==> src/rtl/mult_seq_ctrl.sv <==
// Control FSM for a shift-add sequential multiplier: sequences load/clear/add/shift strobes.
// Optional MULT_PERF_CNT_EN adds a last_cycles output reporting the duration of the previous operation.
module mult_seq_ctrl #(
  parameter  int WIDTH = 4,
  localparam int CNT_W = $clog2(WIDTH)
) (
  input  logic       clk,
  input  logic       clr,
  input  logic       start,
  input  logic       q0,
  output logic       ld_a,
  output logic       ld_b,
  output logic       clr_p,
  output logic       ld_p,
  output logic       shift,
  output logic       busy,
  output logic       done
`ifdef MULT_PERF_CNT_EN
  ,
  output logic [7:0] last_cycles
`endif
);

  typedef enum logic [2:0] {
    IDLE,
    LOAD,
    TEST,
    ADD,
    SHIFT,
    DONE
  } state_t;

  state_t           state;
  state_t           state_next;
  logic [CNT_W-1:0] cnt;
  logic             last_iter;

  assign last_iter = (cnt == CNT_W'(WIDTH - 1));

  always_ff @(posedge clk) begin
    if (clr) begin
      state <= IDLE;
      cnt   <= '0;
    end else begin
      state <= state_next;
      if (state == LOAD) begin
        cnt <= '0;
      end else if (state == SHIFT && !last_iter) begin
        cnt <= cnt + 1'b1;
      end
    end
  end

  always_comb begin
    state_next = state;
    ld_a       = 1'b0;
    ld_b       = 1'b0;
    clr_p      = 1'b0;
    ld_p       = 1'b0;
    shift      = 1'b0;
    busy       = 1'b0;
    done       = 1'b0;
    unique case (state)
      IDLE: begin
        if (start) state_next = LOAD;
      end
      LOAD: begin
        ld_a       = 1'b1;
        ld_b       = 1'b1;
        clr_p      = 1'b1;
        busy       = 1'b1;
        state_next = TEST;
      end
      TEST: begin
        busy       = 1'b1;
        state_next = q0 ? ADD : SHIFT;
      end
      ADD: begin
        ld_p       = 1'b1;
        busy       = 1'b1;
        state_next = SHIFT;
      end
      SHIFT: begin
        shift      = 1'b1;
        busy       = 1'b1;
        state_next = last_iter ? DONE : TEST;
      end
      DONE: begin
        done       = 1'b1;
        state_next = IDLE;
      end
      default: state_next = IDLE;
    endcase
  end

`ifdef MULT_PERF_CNT_EN
  // perf_cnt reads 1 during LOAD so that in DONE it equals the inclusive LOAD..DONE cycle count.
  logic [7:0] perf_cnt;

  always_ff @(posedge clk) begin
    if (clr) begin
      perf_cnt    <= '0;
      last_cycles <= '0;
    end else begin
      if (state == IDLE && start) begin
        perf_cnt <= 8'd1;
      end else if (state != IDLE && state != DONE && perf_cnt != 8'hFF) begin
        perf_cnt <= perf_cnt + 8'd1;
      end
      if (state == DONE) last_cycles <= perf_cnt;
    end
  end
`endif

endmodule
==> config.mk <==
export PLATFORM = sky130hd
export DESIGN_NAME = mult_seq_ctrl
export DESIGN_NICKNAME = d
export VERILOG_FILES = /design/src/rtl/mult_seq_ctrl.sv
export SDC_FILE = /design/constraint.sdc
export NUM_CORES = 1
export LEC_CHECK = 0
export ABC_AREA = 1
export ABC_CLOCK_PERIOD_IN_PS = 1200
export CORE_AREA = 10 10 47 49
export CTS_CLUSTER_DIAMETER = 40
export DETAILED_ROUTE_END_ITERATION = 12
export DIE_AREA = 0 0 57 59
export GPL_TIMING_DRIVEN = 0
export PLACE_DENSITY = 0.54
export SYNTH_ARGS = -nofsm -noshare
export SYNTH_HDL_FRONTEND = slang
export SYNTH_SLANG_ARGS = --single-unit
export TNS_END_PERCENT = 10
==> constraint.sdc <==
create_clock -name clk -period 1.2 [get_ports clk]
set_clock_uncertainty 0.1 [all_clocks]
set_input_delay 0.24 -clock clk [delete_from_list [all_inputs] [get_ports clk]]
set_output_delay 0.24 -clock clk [all_outputs]
set_load 0.02 [all_outputs]
== Yosys cells after proc, flatten, opt, wreduce, memory -nomap -nowiden ==
Index checks and enable logic that the tools add are counted.

* Flip-flop bits (word level): 5
* Input port bits: 4
* Logic and storage cells: 24

* Add/sub/neg operators: 1
* Equal/unequal tests: 7
* Multiplexer cells: 9
* Reduce and logical (&&, ||, !) cells: 5

{| class="wikitable"
|+ Operator list
! operator !! number
|-
| 3-bit one-hot mux with 5 select lines || 1
|-
| 3-bit two-way mux || 3
|-
| 3-bit by 2-bit == test with 1-bit output, second input constant || 2
|-
| 3-bit == test, second input constant || 2
|-
| 1-bit two-way mux || 5
|-
| 4-bit OR reduction || 1
|-
| 3-bit by 1-bit == test with 1-bit output, second input constant || 1
|-
| 3-bit zero test || 1
|-
| 2-bit by 1-bit adder with 2-bit output, second input constant || 1
|-
| 2-bit == test, second input constant || 1
|-
| 2-bit != test, second input constant || 1
|-
| 2-bit OR reduction || 1
|-
| 1-bit logical AND || 1
|-
| 1-bit zero test || 1
|}

== Depth between registers and ports, before layout ==
Gate-level depths: netlist of run 1.

* Depth in word-level cells: 3
* Mapped depth: 6

== Worst setup path after synthesis of run 1 ==
OpenSTA, ideal clock, no wires.

* Kind: register to output
* From: register state[2]
* To: output port done
* Arrival: 0.978 ns
* Data required time: 0.860 ns
* Setup slack: -0.118 ns
* Stages on the path, launching flop included: 3
* Path buffers: 0
* Cells stage by stage: dfxtp_1 -> inv_1 -> nor3_1

* Cells in the longest elaborated chain, start to end: 2

{| class="wikitable"
|+ RTL lines
! what !! line !! source
|-
| start, declared || 33 || <nowiki>state_t state;</nowiki>
|-
| start signal, assigned || 45 || <nowiki>state <= state_next;</nowiki>
|-
| 3-bit == test || 63 || <nowiki>unique case (state)</nowiki>
|-
| 1-bit two-way mux || 63 ||
|-
| end, declared || 17 || <nowiki>output logic done</nowiki>
|}

Every way passes these cells.

== Worst setup path in the final report of run 1 ==
* From: register state[0]
* To: output port busy

* Cells in the longest elaborated chain, start to end: 3

{| class="wikitable"
|+ RTL lines
! what !! line !! source
|-
| 3-bit by 1-bit == test with 1-bit output, or another cell as far along || 63 ||
|-
| 4-bit OR reduction (no line) * || - ||
|-
| 1-bit two-way mux * || 63 ||
|-
| end, declared || 16 || <nowiki>output logic busy,</nowiki>
|}

Mark *: on every way between the ends. The rest lies on a longest branch, timed or not.

==> metrics.txt, run 1 <==
worst-margin pin slew=177 ps; FP Rows=14; maximum clock path buffer count=2; Post-DRT Antenna Nets=0; Final nets=71; syn_nets=52; post-synth top area share=32.3%; most common cell after layout, fill and taps aside=nand2_1; layout cell share with drive strength beyond 1=43.1%; Clk pin slew, worst setup/hold paths=40 ps; Mapped Cells=47; area grow syn2layout=71.4%; HP Class=reg2reg; post-route cell area=532 sq um; critical path, cell by cell=nor2_4, xor2_1, buf_4; fin. max-slew vios=0; post-DP HPWL=619 microns; outcome=finished, violations left; largest net degree at the start of global routing=7; Lkg Pwr=0.260 nW; Cell variety after synth=16; die height=59 microns; cell type with the largest total area after synthesis=dfxtp_1; # H-tree levels=1; Root Driver=clkbuf_4; worst reg2reg path depth=5; largest cells by area after synthesis=dfxtp_1 32%, inv_1 12%, nand2_1 11%; PwrDens=1530 nW/um^2; Worst setup EP type=output port; fill count=171; total track usage=4.97%; period utilisation layout=114%; CP max stage delay=370 ps; area after detailed placement=430 sq um; CTS tree=built; failing checks=negative setup slack; startpoint types=register; Peak VDD IR=0.508 mV; die area=3360 sq um; WL/cell=9.53 microns; vias in the first global route=325; final wirelength=772 microns; CP max-delay cell=dfxtp_4; min cycle time layout=1370 ps; Data required, critical path=860 ps; diodes inserted=0; most frequent cells in the layout=9 x nand2_1, 8 x buf_4, 7 x inv_1; critical path class=reg2out; via count=340; fin worst setup slack=-170 ps; FF-to-FF setup slack=110 ps; Tot Pwr=0.815 mW; worst skew pair latency=240 ps; Post-Synthesis Cell Area=310 sq um; Residual DRC=0; core area=1400 sq um; RD Place Congestion=0.770; First DRT Iteration DRCs=3; CP Max Fanout=6; CP Data Arrival Time=1030 ps; CTS Buf Count=3; DR pass1 iterations=2; Slew HR=88.1%; Mean Syn Cell Area=6.60 sq um; initial core utilization=22.1%; Ports=11; unrepaired setup endpoints after global routing=true; cell count of the worst hold path=2; CTS sink cnt=5; Final setup violation count=7; DR vias/cell=4.20; Max Cap Violations=0; Die W=57 microns; remaining global-route overflow=0; Seq/Total Area, Yosys=32.3%; first-pass GRT wire length=1320 microns; initial antenna violation count=0; yosys synthesis warning count=0; hold buffers post-CTS=0; synthesized flop and latch total=5; PortBufs=10; Hold Vio Cnt, Final=0; Max Freq=730 MHz
## sequential cells by signal (all words and copies together), names as in the netlist
name	cells
cnt	2
state	3
## stage by stage
step,setup slack (ps),instances,hold slack [ps],utilization [%],TNS [ps]
after floorplan,-118,47,209,-,-437
after detailed placement,-638,73,377,30.7,-3870
after global placement,-625,73,370,30.7,-3760
final,-170,81,383,37.9,-973
after CTS,-184,79,382,34.6,-1180
after global routing,-219,81,407,37.9,-1390
## cell families after synthesis
group	share of synthesized area, %
xor gates and xnor gates	2.82
adders and majority gates	4.03
buffers and inverters	18.1
AOI/OAI and AO/OA	6.45
DFF	32.3
and+or+nand+nor	36.3
## worst paths after layout
check,to,from
max,busy,state[0]
min,cnt[0],cnt[0]
max reg2reg,state[0],cnt[0]
min reg2reg,cnt[0],cnt[0]
## worst max-delay path, delay by kind of cell (launching register included)
family                    cells  cell delay (ps)
xor gates and xnor gates      1              140
buffers and inverters         1              160
DFF                           1              370
and+or+nand+nor               1              120
## cells in the mapped netlist
library cell,number
a21oi_1,2
buf_4,2
dfxtp_1,5
ha_1,1
inv_1,10
inv_2,1
nand2_1,9
nand3_1,3
nand3b_1,1
nand4_1,1
nor2_1,5
nor2_4,1
nor3_1,2
nor3_2,1
o21ai_0,2
xor2_1,1
## what timing repair did
item | CTS | global route
gates cloned | 0 | 0
pin swaps | 2 | 1
setup endpoints to repair | 7 | 9
resized for setup | 49 | 10
endpoints found under the hold margin | 0 | 0
buffers inserted | 2 | 2
## routing by layer
metal | track usage, % | wire [microns] | vias up
met3 | 1.93 | 47 | 2
met4 | 5.03 | 6 | 0
met1 | 4.76 | 364 | 150
met5 | 0 | 0 | -
met2 | 7.91 | 353 | 9
li1 | - | - | 179
## power breakdown
part / switching, mW / total, mW / leakage [nW] / internal, mW
sequential: 0.0428 / 0.236 / 0.0429 / 0.193
clock: 0.0667 / 0.192 / 0.0150 / 0.126
combinational: 0.188 / 0.386 / 0.202 / 0.198
total: 0.298 / 0.815 / 0.260 / 0.517
## final cells by class
type                            instances  area (sq um)  share of cell area, %
Tap cell                               16          20.0                   3.76
Buffer                                  2          22.5                   4.24
Timing Repair Buffer                   14           124                   23.3
Clock buffer                            4          26.3                   4.94
Multi-Input combinational cell         29           176                   33.2
Sequential cell                         5           111                   20.9
Inverter                               11          51.3                   9.65
Power figures use the tool's default switching activity.
==> run 2, diff against run 1 <==
--- a/config.mk
+++ b/config.mk
@@ -11,8 +11,9 @@
 export CTS_CLUSTER_DIAMETER = 40
 export DETAILED_ROUTE_END_ITERATION = 12
 export DIE_AREA = 0 0 57 59
+export DONT_BUFFER_PORTS = 1
 export GPL_TIMING_DRIVEN = 0
-export PLACE_DENSITY = 0.54
+export PLACE_DENSITY = 0.43
 export SYNTH_ARGS = -nofsm -noshare
 export SYNTH_HDL_FRONTEND = slang
 export SYNTH_SLANG_ARGS = --single-unit
==> metrics.txt, run 2 (synthesis results as in run 1) <==
core area=1400 sq um; diodes inserted=0; failing checks=negative setup slack; Finished Layout Cells=72; RD Place Congestion=0.721; met3 Use GR=3.22%; Residual DRC=0; worst setup path startpoint=state[0]; Largest regs=state x3, cnt x2; total track usage=5.20%; worst-margin pin slew=303 ps; layout cell share with drive strength beyond 1=41.1%; vias in the first global route=329; First DRT Iteration DRCs=2; area after detailed placement=330 sq um; Ports=11; critical path class=reg2out; CTS Buf Count=3; fill count=156; Max Freq=737 MHz; HP Class=in2reg; die area=3360 sq um; via count=315; global-route layer with the greatest usage=met2; Lkg Pwr=0.223 nW; area grow syn2layout=64.5%; Post-DRT Antenna Nets=0; post-DP HPWL=641 microns; fin worst setup slack=-157 ps; DR vias/cell=4.38; period utilisation layout=113%; final wirelength=748 microns; first-pass GRT wire length=1320 microns; largest reg by FF count=state; Clk pin slew, worst setup/hold paths=40 ps; most frequent cells in the layout=9 x nand2_1, 7 x inv_1, 5 x nor2_1; Data required, critical path=860 ps; Final nets=62; Worst setup EP type=output port; fin. max-slew vios=0; PortBufs=0; Slew HR=79.7%; # H-tree levels=1; remaining global-route overflow=0; Peak VDD IR=0.712 mV; Final setup violation count=7; largest net degree at the start of global routing=7; post-route cell area=510 sq um; routing usage on met1=4.19%; CP Max Fanout=6; PwrDens=1520 nW/um^2; initial antenna violation count=0; outcome=finished, violations left; Hold Startpoint=clr; max reg flops=3; maximum clock path buffer count=2; cell count after placement=63; unrepaired setup endpoints after global routing=true; min cycle time layout=1360 ps; initial core utilization=22.1%; DR pass1 iterations=3; worst skew pair latency=230 ps; Root Driver=clkbuf_4; CTS sink cnt=5; die height=59 microns; CP Data Arrival Time=1020 ps; WL/cell=10.4 microns; Hold Vio Cnt, Final=0; Tot Pwr=0.778 mW; startpoint types=register; Die W=57 microns; FP Rows=14; worst r2r src=state[0]; met2 global-route usage=8.53%; Max Cap Violations=0; CTS tree=built; TNS Setup=-756 ps; most common cell after layout, fill and taps aside=nand2_1
[run 2: changes by cell type in the layout (fill, tap and decap cells not counted), sizes merged]
cell	before	now
buf	13	6
clkdlybuf4s50	3	0
dlygate4sd3	0	1
[run 2: worst paths after layout]
| kind | slack (ps) | depth (start not counted) | endpoint |
|---|---|---|---|
| hold / removal | 50 | 3 | state[1] |
| setup reg to reg | 50 | 5 | cnt[1] |
| setup / recovery | -160 | 2 | busy |
| hold reg to reg | 380 | 2 | cnt[0] |
[run 2: through the flow]
stage                     hold slack (ps)  util (%)  setup WS, ps
after floorplan                       209         -          -118
after global placement                211      23.6          -258
after detailed placement              213      23.6          -255
after CTS                            45.2      36.1          -175
after global routing                 61.9      36.4          -217
final                                52.8      36.4          -157
[run 2: layout make-up]
class	instances	area [sq um]	area share, %
clock buffers	4	26.3	5.15
well taps	16	20.0	3.92
flip-flops and latches	5	111	21.8
inverters	11	58.8	11.5
repair buffers	5	52.6	10.3
multi-input cells	29	219	42.9
plain buffers	2	22.5	4.41
[run 2: routing by layer]
| layer | part of all wire [%] | vias up |
|---|---|---|
| li1 | - | 162 |
| met1 | 36 | 144 |
| met3 | 11 | 2 |
| met2 | 52 | 7 |
| met4 | 1.6 | 0 |
| met5 | 0 | - |
[run 2: repair_timing]
action,CTS,global route
hold buffers,1,0
pin swaps,3,1
resized for setup,26,2
endpoints found under the setup margin,8,11
hold endpoints to repair,2,0
setup buffers,4,0
[run 2: power by group]
group	total, mW	leakage [nW]	switching, mW	internal (mW)
clock	0.187	0.0150	0.0620	0.125
combinational	0.344	0.165	0.201	0.143
sequential	0.246	0.0429	0.0527	0.194
[run 2: worst max-delay path: stages, from the launching register on]
cell	delay (ps)
dfxtp_4	370
nor2_4	170
xor2_4	230
